--- src/rtl/gc_pkg.sv ---
// Shared constants and types for the GameCube controller input sampler.
package gc_pkg;

  localparam int unsigned BTN_START  = 11;
  localparam int unsigned BTN_Y      = 10;
  localparam int unsigned BTN_X      = 9;
  localparam int unsigned BTN_B      = 8;
  localparam int unsigned BTN_A      = 7;
  localparam int unsigned BTN_L      = 6;
  localparam int unsigned BTN_R      = 5;
  localparam int unsigned BTN_Z      = 4;
  localparam int unsigned BTN_DUP    = 3;
  localparam int unsigned BTN_DDOWN  = 2;
  localparam int unsigned BTN_DRIGHT = 1;
  localparam int unsigned BTN_DLEFT  = 0;

  typedef enum logic [1:0] {
    IDLE  = 2'd0,
    POLL  = 2'd1,
    WAIT  = 2'd2,
    LATCH = 2'd3
  } sampler_state_e;

  localparam logic [7:0] ORIGIN_MIN = 8'd64;
  localparam logic [7:0] ORIGIN_MAX = 8'd192;

  function automatic logic origin_ok(input logic [7:0] v);
    return (v >= ORIGIN_MIN) && (v <= ORIGIN_MAX);
  endfunction

endpackage

--- src/rtl/gc_axis_center.sv ---
// Centres one stick channel against its origin, saturates to +/-127 and applies the dead zone.
module gc_axis_center #(
  parameter int unsigned DEADZONE = 8
) (
  input  logic [7:0] raw_i,
  input  logic [7:0] origin_i,
  output logic [7:0] value_o
);

  localparam logic [8:0] DzLim = 9'(DEADZONE);

  logic signed [8:0] diff;
  logic signed [8:0] sat;
  logic        [8:0] mag;

  always_comb begin
    diff = $signed({1'b0, raw_i}) - $signed({1'b0, origin_i});
    if (diff > 9'sd127) begin
      sat = 9'sd127;
    end else if (diff < -9'sd127) begin
      sat = -9'sd127;
    end else begin
      sat = diff;
    end
    mag     = sat[8] ? 9'(-sat) : 9'(sat);
    value_o = (mag <= DzLim) ? 8'd0 : sat[7:0];
  end

endmodule

--- src/rtl/gc_input_sampler.sv ---
// Poll scheduler and snapshot/calibration stage for a GameCube controller.
// Optional GC_BTN_EDGE_EN adds a btn_pressed output of newly pressed buttons.
module gc_input_sampler
  import gc_pkg::*;
#(
  parameter int unsigned POLL_PERIOD = 16666,
  parameter int unsigned RESP_WINDOW = 500,
  parameter int unsigned DEADZONE    = 8
) (
  input  logic        usClock,
  input  logic        Reset,
  input  logic        recal,
  output logic        poll,
  input  logic [11:0] buttons_in,
  input  logic [7:0]  joyX_in,
  input  logic [7:0]  joyY_in,
  input  logic [7:0]  cstickX_in,
  input  logic [7:0]  cstickY_in,
  input  logic [7:0]  lButton_in,
  input  logic [7:0]  rButton_in,
  output logic        sample_valid,
  output logic [11:0] buttons,
  output logic [7:0]  joy_x,
  output logic [7:0]  joy_y,
  output logic [7:0]  cstick_x,
  output logic [7:0]  cstick_y,
  output logic [7:0]  l_analog,
  output logic [7:0]  r_analog,
  output logic        calibrated
`ifdef GC_BTN_EDGE_EN
  ,
  output logic [11:0] btn_pressed
`endif
);

  localparam int unsigned CntW = $clog2(POLL_PERIOD);
  localparam logic [CntW-1:0] CntLast = CntW'(POLL_PERIOD - 1);
  localparam logic [CntW-1:0] CntWin  = CntW'(RESP_WINDOW);

  logic [CntW-1:0] cnt_q, cnt_d;
  sampler_state_e  state_q, state_d;
  logic            poll_q, poll_d;
  logic            sv_q, sv_d;
  logic            cal_q, cal_d;
  logic            pend_q, pend_d;
  logic [11:0]     btn_q, btn_d;
  logic [7:0]      jx_q, jx_d, jy_q, jy_d, cx_q, cx_d, cy_q, cy_d, l_q, l_d, r_q, r_d;
  logic [7:0]      ojx_q, ojx_d, ojy_q, ojy_d, ocx_q, ocx_d, ocy_q, ocy_d;
  logic [7:0]      ol_q, ol_d, or_q, or_d;

  logic       latch, cap_ok;
  logic [7:0] jx_c, jy_c, cx_c, cy_c;
  logic [8:0] l_diff, r_diff;

  always_comb begin
    cnt_d = (cnt_q == CntLast) ? '0 : cnt_q + 1'b1;

    state_d = state_q;
    unique case (state_q)
      IDLE:    if (cnt_q == '0) state_d = POLL;
      POLL:    state_d = WAIT;
      WAIT:    if (cnt_q == CntWin) state_d = LATCH;
      LATCH:   state_d = IDLE;
      default: state_d = IDLE;
    endcase
    poll_d = (state_d == POLL);
  end

  // Origin capture: pending or same-cycle recal, and every stick origin must be plausible.
  always_comb begin
    latch  = (state_q == LATCH);
    cap_ok = latch && (pend_q || recal) &&
             origin_ok(joyX_in) && origin_ok(joyY_in) &&
             origin_ok(cstickX_in) && origin_ok(cstickY_in);

    ojx_d = cap_ok ? joyX_in    : ojx_q;
    ojy_d = cap_ok ? joyY_in    : ojy_q;
    ocx_d = cap_ok ? cstickX_in : ocx_q;
    ocy_d = cap_ok ? cstickY_in : ocy_q;
    ol_d  = cap_ok ? lButton_in : ol_q;
    or_d  = cap_ok ? rButton_in : or_q;

    cal_d = cal_q || cap_ok;
    if (cap_ok) begin
      pend_d = 1'b0;
    end else if (recal) begin
      pend_d = 1'b1;
    end else begin
      pend_d = pend_q;
    end
  end

  gc_axis_center #(.DEADZONE(DEADZONE)) u_center_jx (
    .raw_i(joyX_in), .origin_i(ojx_d), .value_o(jx_c)
  );
  gc_axis_center #(.DEADZONE(DEADZONE)) u_center_jy (
    .raw_i(joyY_in), .origin_i(ojy_d), .value_o(jy_c)
  );
  gc_axis_center #(.DEADZONE(DEADZONE)) u_center_cx (
    .raw_i(cstickX_in), .origin_i(ocx_d), .value_o(cx_c)
  );
  gc_axis_center #(.DEADZONE(DEADZONE)) u_center_cy (
    .raw_i(cstickY_in), .origin_i(ocy_d), .value_o(cy_c)
  );

  always_comb begin
    l_diff = {1'b0, lButton_in} - {1'b0, ol_d};
    r_diff = {1'b0, rButton_in} - {1'b0, or_d};

    sv_d  = latch;
    btn_d = btn_q;
    jx_d  = jx_q;
    jy_d  = jy_q;
    cx_d  = cx_q;
    cy_d  = cy_q;
    l_d   = l_q;
    r_d   = r_q;
    if (latch) begin
      btn_d = buttons_in;
      jx_d  = cal_d ? jx_c : 8'd0;
      jy_d  = cal_d ? jy_c : 8'd0;
      cx_d  = cal_d ? cx_c : 8'd0;
      cy_d  = cal_d ? cy_c : 8'd0;
      l_d   = (cal_d && !l_diff[8]) ? l_diff[7:0] : 8'd0;
      r_d   = (cal_d && !r_diff[8]) ? r_diff[7:0] : 8'd0;
    end
  end

  always_ff @(posedge usClock) begin
    if (Reset) begin
      cnt_q   <= '0;
      state_q <= IDLE;
      poll_q  <= 1'b0;
      sv_q    <= 1'b0;
      cal_q   <= 1'b0;
      pend_q  <= 1'b1;
      btn_q   <= '0;
      jx_q    <= '0;
      jy_q    <= '0;
      cx_q    <= '0;
      cy_q    <= '0;
      l_q     <= '0;
      r_q     <= '0;
      ojx_q   <= '0;
      ojy_q   <= '0;
      ocx_q   <= '0;
      ocy_q   <= '0;
      ol_q    <= '0;
      or_q    <= '0;
    end else begin
      cnt_q   <= cnt_d;
      state_q <= state_d;
      poll_q  <= poll_d;
      sv_q    <= sv_d;
      cal_q   <= cal_d;
      pend_q  <= pend_d;
      btn_q   <= btn_d;
      jx_q    <= jx_d;
      jy_q    <= jy_d;
      cx_q    <= cx_d;
      cy_q    <= cy_d;
      l_q     <= l_d;
      r_q     <= r_d;
      ojx_q   <= ojx_d;
      ojy_q   <= ojy_d;
      ocx_q   <= ocx_d;
      ocy_q   <= ocy_d;
      ol_q    <= ol_d;
      or_q    <= or_d;
    end
  end

  assign poll         = poll_q;
  assign sample_valid = sv_q;
  assign buttons      = btn_q;
  assign joy_x        = jx_q;
  assign joy_y        = jy_q;
  assign cstick_x     = cx_q;
  assign cstick_y     = cy_q;
  assign l_analog     = l_q;
  assign r_analog     = r_q;
  assign calibrated   = cal_q;

`ifdef GC_BTN_EDGE_EN
  // The latched buttons register doubles as the previous-snapshot value.
  logic [11:0] pressed_q, pressed_d;

  always_comb begin
    pressed_d = latch ? (buttons_in & ~btn_q) : 12'd0;
  end

  always_ff @(posedge usClock) begin
    if (Reset) begin
      pressed_q <= '0;
    end else begin
      pressed_q <= pressed_d;
    end
  end

  assign btn_pressed = pressed_q;
`endif

endmodule

--- config.mk ---
export PLATFORM = sky130hd
export DESIGN_NAME = gc_input_sampler
export DESIGN_NICKNAME = d
export VERILOG_FILES = /design/src/rtl/gc_pkg.sv /design/src/rtl/gc_axis_center.sv /design/src/rtl/gc_input_sampler.sv
export SDC_FILE = /design/constraint.sdc
export NUM_CORES = 1
export LEC_CHECK = 0
export ABC_AREA = 1
export CORE_MARGIN = 5
export CORE_UTILIZATION = 25
export CTS_CLUSTER_DIAMETER = 50
export DETAILED_ROUTE_END_ITERATION = 8
export PLACE_DENSITY = 0.54
export SLEW_MARGIN = 5
export SYNTH_ARGS = -nofsm -noshare
export SYNTH_HDL_FRONTEND = slang
export SYNTH_HIERARCHICAL = 1
export SYNTH_SLANG_ARGS = --single-unit
--- constraint.sdc ---
create_clock -name usClock -period 4.8 [get_ports usClock]
set_input_delay 0.96 -clock usClock [delete_from_list [all_inputs] [get_ports usClock]]
set_output_delay 0.96 -clock usClock [all_outputs]
set_load 0.01 [all_outputs]
==> flow_summary.ini, run 1 <==
[run_status]
status = complete, no violations

[cts]
clockBufferDepth = 2
clkTransAtPathRegs_ns = 0.06
numCtsBuffers = 17
cts_tree = built
cts_max_level = 4
cts_setup_buffers = 0
hold_buffers = 0
insertion_delay_ns = 0.43
cts_resized = 0
cts_root_buf = clkbuf_16
clkSinkCount = 129

[floorplan]
boundaryPins = 126
die-area_sq_um = 40600
fp.dieW_um = 202
die_height_um = 202
core_area_sq_um = 36400
std_cell_rows = 70
start_util_pct = 25.2

[yosys]
avgSynthCellArea_sq_um = 6.34
syn_area_sq_um = 9180
ys_async_sr_fraction_pct = 0
synthAdderAreaFrac_pct = 8.34
synth_nets = 1570
ys_seq_area_share_pct = 28.1
synth_edf_count = 0
synth_compound_area_share_pct = 9.41
synth_xor_area_share_pct = 0.477
yosysWarnings = 6
netlist_instances = 1447
synth.area.mux_share_pct = 0
synthFlopType = dfxtp_1
yosys.area_share.simple_pct = 40.6
synth_top_family_by_area = simple AND/OR/NAND/NOR gates
ys_ff_latch = 129
yosysUniqueCellTypes = 34

[run]
drv_cap = 0

[finish]
fill_cells = 3932
largest_reg_flops = 15
mostFrequentLayoutCells = nand2_1, inv_1, nor2_1
antenna_cells = 0
largest-register = cnt_q
mostFrequentLayoutCell = nand2_1
areaGrowthSynthToFinish_pct = 26.8
drive_gt1_share_pct = 8.84
nets = 1694

[routing]
vias = 8874
drt_iter0_markers = 397
ant_nets = 0
viasPerCell = 4.32
wl_per_cell_um = 12.3
wl_um = 25200
drc = 0
drt-pass1-iter-count = 5

[critical_path]
cp_slowest_cell = clkdlybuf4s50_1
max_stage_delay_ns = 0.58
cp-start-kind = input port
worst-setup-path-type = input port to flop
cp-end-kind = flop
crit_required_ns = 5.11
cpMostUsedCell = nand2_1
crit_path_max_fanout = 16
cp.arrival_ns = 4.58

[sta]
max_freq_ghz = 0.234
rsz0062_at_grt = no
period_needed_ns = 4.27
setup_ws_ns = 0.530
finalCritPeriodShare_pct = 89.0
finalSetupTns_ns = 0
hold_viol = 0
slew_headroom_pct = 34.3
worst_clock_skew_ns = 0.0123
slew_violations = 0
tightest_slew_ns = 0.982
setup_viol = 0

[global_routing]
grt_pass1_vias = 8476
grt_use_total_pct = 12.5
grt_pass1_wl_um = 41800
antenna_found_initial = 2
grt_overflow = 0
grt_max_degree = 54

[placement]
dp_hpwl_um = 19200
pre_cts_slack_ns = 0.0699
gp_congestion = 0.870
port_buffers = 125

[pwr]
p_per_area_nw_per_um2 = 286
p_leak_nw = 5.77
vdd_drop_max_mv = 0.245

[hold_path]
hold_path_class = flop to flop
worst max-delay path: cells and delay by family:
family	cells	cell delay, ns
buffers and inverters	6	1.15
and+or+nand+nor	18	1.65
adders and majority gates	1	0.14
AOI/OAI and AO/OA	4	0.63
cells in the mapped netlist (4+ instances only):
cell        n  area, sq um
nand2_1   444         1670
inv_1     255          957
nor2_1    131          492
dfxtp_1   129         2580
nand3_1   113          566
a21oi_1    71          355
ha_1       58          726
nand3b_1   38          285
nand4_1    29          181
nand2_2    26          163
clkbuf_1   20         75.1
nand3_2    16          160
buf_2      14         70.1
a21oi_2    12          105
a22o_1     12          105
o21a_1     10         75.1
nor2_2      8         50.1
or2_2       8         50.1
o21ai_0     6         30.0
a21boi_4    4         75.1
clkinv_1    4         15.0
inv_4       4         25.0
nand2_4     4         45.0
nand4_2     4         50.1
o211ai_1    4         30.0
o21ai_4     4         65.1
xor2_1      4         35.0
layer usage:
layer	up-vias	share of wire (%)	GRT usage (%)
li1	4759	-	-
met1	3943	49	16.0
met2	139	45	20.7
met3	29	4.6	3.42
met4	4	1.5	3.32
met5	-	0.14	0
final timing paths:
kind	from	end	slack, ns	cells past startpoint
min reg2reg	joy_y[0]	joy_y[0]	0.45	2
max reg2reg	state_q[1]	joy_x[2]	1.04	29
min	joy_y[0]	joy_y[0]	0.45	2
max	cstickX_in[7]	joy_x[2]	0.53	29
power by group:
group	total [mW]	internal, mW	leakage [nW]	switching (mW)
clock network	1.44	0.947	0.314	0.491
logic	0.773	0.296	4.41	0.477
registers	1.11	1.10	1.04	0.0145
total	3.32	2.34	5.77	0.983
metrics by stage:
| step | util (%) | std cells | power (mW) | hold slack, ns | instance area (sq um) |
|---|---|---|---|---|---|
| finish | 31.9 | 2052 | 3.32 | 0.449 | 11600 |
| global route | 31.9 | 2052 | 3.53 | 0.465 | 11600 |
| CTS | 31.9 | 2052 | 3.39 | 0.454 | 11600 |
| detailed placement | 30.2 | 2020 | 1.91 | 0.439 | 11000 |
| global placement | 30.2 | 2020 | 1.91 | 0.437 | 11000 |
| floorplan | - | 1447 | 1.68 | 0.445 | 9180 |
logic make-up after synthesis:
kind of cell	after synthesis
AND/OR/NAND/NOR	825
adder cells (fa/ha/maj)	60
XOR/XNOR	5
buffers and inverters	302
flip-flops	129
AO/OA/AOI/OAI	126
final cells by class:
class | count | area (sq um) | area share, %
Clock inverter | 10 | 181 | 1.56
Multi-Input combinational cell | 1016 | 5430 | 46.6
Sequential cell | 129 | 2580 | 22.2
Tap cell | 468 | 586 | 5.03
Clock buffer | 22 | 464 | 3.99
Inverter | 263 | 997 | 8.57
Timing Repair Buffer | 144 | 1400 | 12.0
(Power assumes the default switching activity.)
==> inputs of run 2 (changes only) <==
PLACE_DENSITY = unset   (was 0.54)
PLACE_DENSITY_LB_ADDON = 0.08   (was unset)
==> run 2 against run 1 <==
Against the previous run: largest power group unchanged; clock skew down 0.0021 ns; worst setup slack worse by 0.25 ns; utilization up 1.4 points; largest cell class unchanged; routed wire length up 9.9%; global-route usage up 1.2 points; non-clock buffer count up 60; sequential share of layout area down 0.91 points; register-to-register slack worse by 0.27 ns; critical path type unchanged; via count up 2.3%; sequential power about the same; fmax down 5.6%.
==> flow_summary.ini, run 2 (synthesis results as in run 1) <==
[run_status]
status = complete, no violations

[sta]
hold_viol = 0
slew_headroom_pct = 28.7
tightest_slew_ns = 1.07
rsz0062_at_grt = no
setup_viol = 0
finalCritPeriodShare_pct = 94.2
max_freq_ghz = 0.221
slew_violations = 0
worst_clock_skew_ns = 0.0102
finalSetupTns_ns = 0
period_needed_ns = 4.52

[finish]
nets = 1754
areaGrowthSynthToFinish_pct = 32.2
drive_gt1_share_pct = 12.4
mostFrequentLayoutCells = nand2_1, inv_1, nor2_1
mostFrequentLayoutCell = nand2_1
largest_reg_flops = 15
largest-register = cnt_q

[pwr]
vdd_drop_max_mv = 0.264
p_leak_nw = 6.05
p_per_area_nw_per_um2 = 282
power_mw = 3.42

[critical_path]
worst-setup-path-type = input port to flop
crit_path_max_fanout = 33
cp-end-kind = flop
r2r-end = cstick_y[1]
cp-start-kind = input port
crit_start = cstickX_in[7]
regToRegSetupSlack_ns = 0.77
cp.arrival_ns = 4.85
endpoint = cstick_y[1]
crit_required_ns = 5.13
worstReg2RegStart = state_q[1]
r2r_cells = 27

[floorplan]
boundaryPins = 126
fp.dieW_um = 202
core_area_sq_um = 36400
die-area_sq_um = 40600
die_height_um = 202
start_util_pct = 25.2
std_cell_rows = 70

[cts]
clockBufferDepth = 2
numCtsBuffers = 17
cts_tree = built
insertion_delay_ns = 0.44
cts_root_buf = clkbuf_16
clkSinkCount = 129
cts_max_level = 4
clkTransAtPathRegs_ns = 0.06

[global_routing]
grt_overflow = 0
grt_pass1_wl_um = 44900
antenna_found_initial = 3
grt_pass1_vias = 8757
grt_max_degree = 49
grt_use_total_pct = 13.7

[routing]
drc = 0
wl_per_cell_um = 13.1
drt_iter0_markers = 418
ant_nets = 0
viasPerCell = 4.29
wl_um = 27700
drt-pass1-iter-count = 5
vias = 9074

[placement]
dp_hpwl_um = 21000
port_buffers = 125
gp_congestion = 0.815

[run]
drv_cap = 0

[hold_path]
hold_path_class = flop to flop
run 2: changes by cell type in the layout (fill, tap and decap cells not counted), moves of 2 or more:
cell / before / now
clkinvlp_4: 1 / 3
buf_4: 18 / 75
inv_6: 0 / 6
clkbuf_1: 3 / 0
buf_12: 1 / 4
clkinv_2: 3 / 0
run 2: layer usage:
| metal | global-route usage (%) | vias up | wire, um |
|---|---|---|---|
| met3 | 3.45 | 27 | 1070 |
| met2 | 22.6 | 131 | 12600 |
| met4 | 3.81 | 4 | 393 |
| li1 | - | 4890 | - |
| met5 | 0 | - | 40 |
| met1 | 17.7 | 4022 | 13600 |
run 2: cell type report:
| type | count | area, sq um |
|---|---|---|
| clock inverters | 13 | 195 |
| inverters | 263 | 997 |
| diodes | 1 | 2.50 |
| clock buffers | 19 | 453 |
| fillers | 3965 | 24300 |
| well taps | 468 | 586 |
| multi-input cells | 1016 | 5430 |
| flip-flops and latches | 129 | 2580 |
| repair buffers | 204 | 1890 |
run 2: per-stage QoR:
stage / std cells / cell area [sq um] / hold slack (ns) / worst slack, ns / util (%)
final: 2113 / 12100 / 0.451 / 0.277 / 33.3
after global routing: 2112 / 12100 / 0.470 / 0.0132 / 33.3
after CTS: 2112 / 12100 / 0.455 / 0.308 / 33.3
after detailed placement: 2080 / 11500 / 0.438 / -0.153 / 31.5
after global placement: 2080 / 11500 / 0.438 / -0.222 / 31.5
after floorplan: 1447 / 9180 / 0.445 / 1.12 / -
run 2: critical path: stages:
cell	delay [ns]
clkdlybuf4s50_1	0.60
nor2_1	0.08
a21oi_1	0.30
nand3_1	0.18
nor2_4	0.21
buf_12	0.23
nand3_1	0.15
nand2_1	0.12
inv_1	0.04
inv_1	0.08
ha_1	0.29
nand2_1	0.15
nand2_2	0.09
nand2_1	0.07
nand2_1	0.07
nor2_1	0.13
nand2_1	0.08
nor2_2	0.09
nand3_2	0.08
nand2_2	0.08
nand2_4	0.09
o21ai_4	0.09
inv_4	0.05
a21boi_4	0.25
a21oi_1	0.10
nand3_1	0.11
nand2_1	0.06
run 2: repair_timing:
item / in CTS / in global routing
setup buffers: 0 / 0
setup endpoints to repair: 0 / 3
hold buffers: 0 / 0
resized for setup: 0 / 1
run 2: worst min path at each step:
stage / cells past startpoint / slack [ns] / endpoint / from
detailed placement: 2 / 0.44 / cstick_y[4] / cstick_y[4]
global placement: 2 / 0.44 / joy_y[0] / joy_y[0]
floorplan: 1 / 0.44 / cnt_q[0] / cnt_q[0]
finish: 2 / 0.45 / joy_x[6] / joy_x[6]
global route: 2 / 0.47 / l_analog[4] / l_analog[4]
CTS: 2 / 0.46 / joy_x[4] / joy_x[4]
run 2: power breakdown:
part / total (mW) / internal (mW) / switching [mW] / leakage, nW
logic: 0.855 / 0.353 / 0.501 / 4.70
registers: 1.11 / 1.10 / 0.0137 / 1.04
clock network: 1.46 / 0.907 / 0.551 / 0.308
total: 3.42 / 2.36 / 1.07 / 6.05
==> inputs of run 3 (changes only) <==
CORE_UTILIZATION = 50   (was 25)
==> run 3 against run 2 <==
Against the previous run: critical path depth is 1 higher; clock power is 8% lower; final cell count is 13% lower; worst setup slack better by 0.30 ns; power is 5.1% lower; sequential share of layout area is 1.3 points higher; critical path type unchanged; sequential power hardly changed; largest cell class unchanged; via count is 0.99% lower; hold slack worse by 0.0021 ns.
==> flow_summary.ini, run 3 (synthesis results as in run 1) <==
[critical_path]
crit_path_max_fanout = 20
worst-setup-path-type = input port to flop
crit_required_ns = 5.10
cp-start-kind = input port
cp.arrival_ns = 4.52
cp-end-kind = flop

[cts]
hold_buffers = 0
cts_max_level = 4
clockBufferDepth = 2
cts_root_buf = clkbuf_16
cts_resized = 0
cts_tree = built
cts_setup_buffers = 0
insertion_delay_ns = 0.42
numCtsBuffers = 17
clkTransAtPathRegs_ns = 0.06
clkSinkCount = 129

[sta]
finalCritPeriodShare_pct = 88.0
period_needed_ns = 4.22
worst_clock_skew_ns = 0.00877
whs_ns = 0.449
rsz0062_at_grt = no
setup_viol = 0
finalSetupTns_ns = 0
slew_headroom_pct = 29.7
setup_ws_ns = 0.578
max_freq_ghz = 0.237
slew_violations = 0
tightest_slew_ns = 1.05
hold_viol = 0

[placement]
pre_cts_slack_ns = 0.193
dp_hpwl_um = 17000
placed_cell_area_sq_um = 10800
gp_congestion = 0.920
place_inst = 1797
port_buffers = 125

[finish]
antenna_cells = 0
areaGrowthSynthToFinish_pct = 24.6
drive_gt1_share_pct = 9.94
design_area_sq_um = 11400
mostFrequentLayoutCells = nand2_1, inv_1, nor2_1
largest-register = cnt_q
stdcell_count = 1829
nets = 1710
largest_reg_flops = 15
mostFrequentLayoutCell = nand2_1
final_core_util_pct = 63.4

[global_routing]
grt_overflow = 0
antenna_found_initial = 0
grt_pass1_vias = 8734
grt_pass1_wl_um = 39400
grt_use_total_pct = 21.6
grt_max_degree = 49

[routing]
wl_per_cell_um = 12.3
drc = 0
drt_iter0_markers = 384
drt-pass1-iter-count = 5
ant_nets = 0
viasPerCell = 4.91
wl_um = 22600
vias = 8984

[run]
drv_cap = 0

[pwr]
power_mw = 3.25
vdd_drop_max_mv = 0.251
p_per_area_nw_per_um2 = 284
p_leak_nw = 5.82

[hold_path]
hold_path_class = flop to flop

[floorplan]
start_util_pct = 50.9
fp.dieW_um = 145
std_cell_rows = 49
boundaryPins = 126
die-area_sq_um = 21200
die_height_um = 145
core_area_sq_um = 18000

[run_status]
status = complete, no violations
-- run 3: cell types whose count changed in the layout (fill, tap and decap cells not counted), sizes merged --
cell	previous run	this run
buf	80	36
clkinv	4	8
inv	265	263
bufinv	4	3
clkbuf	19	18
diode	1	0
-- run 3: report_power, final --
group	internal [mW]	total [mW]	switching (mW)
logic	0.314	0.786	0.471
registers	1.10	1.11	0.0139
clock network	0.838	1.35	0.512
-- run 3: final timing paths --
check | end | from | depth (start not counted) | slack [ns]
min reg2reg | joy_x[5] | joy_x[5] | 2 | 0.45
max reg2reg | cstick_x[6] | state_q[1] | 28 | 1.08
max | cstick_x[6] | cstickY_in[6] | 28 | 0.58
min | joy_x[5] | joy_x[5] | 2 | 0.45
-- run 3: critical path, stage by stage --
cell and delay, ns:
clkdlybuf4s50_1 0.54, inv_1 0.08, a21oi_1 0.22, nand3_1 0.17, nor2_4 0.15, nand2_2 0.06
buf_4 0.21, nand2_1 0.08, nand2_1 0.07, inv_1 0.07, inv_1 0.04, ha_1 0.32
nand2_1 0.14, nand2_2 0.08, nand2_1 0.06, nand2_1 0.07, nor2_1 0.13, nand2_1 0.08
nor2_2 0.09, nand3_2 0.08, nand2_2 0.09, nand2_4 0.09, o21ai_4 0.10, inv_4 0.05
a21boi_4 0.24, a21oi_1 0.10, nand3_1 0.09, nand2_1 0.07
-- run 3: layer usage --
layer | global-route usage (%) | wire length [um]
met5 | 0 | 0
met2 | 37.7 | 10500
met4 | 6.86 | 394
met3 | 4.55 | 1260
met1 | 26.7 | 10400
-- run 3: layout make-up --
| class | count | area (sq um) |
|---|---|---|
| well taps | 229 | 287 |
| repair buffers | 160 | 1520 |
| fillers | 1776 | 6600 |
| clock inverters | 14 | 178 |
| clock buffers | 18 | 439 |
| flip-flops and latches | 129 | 2580 |
| multi-input cells | 1016 | 5430 |
| inverters | 263 | 997 |
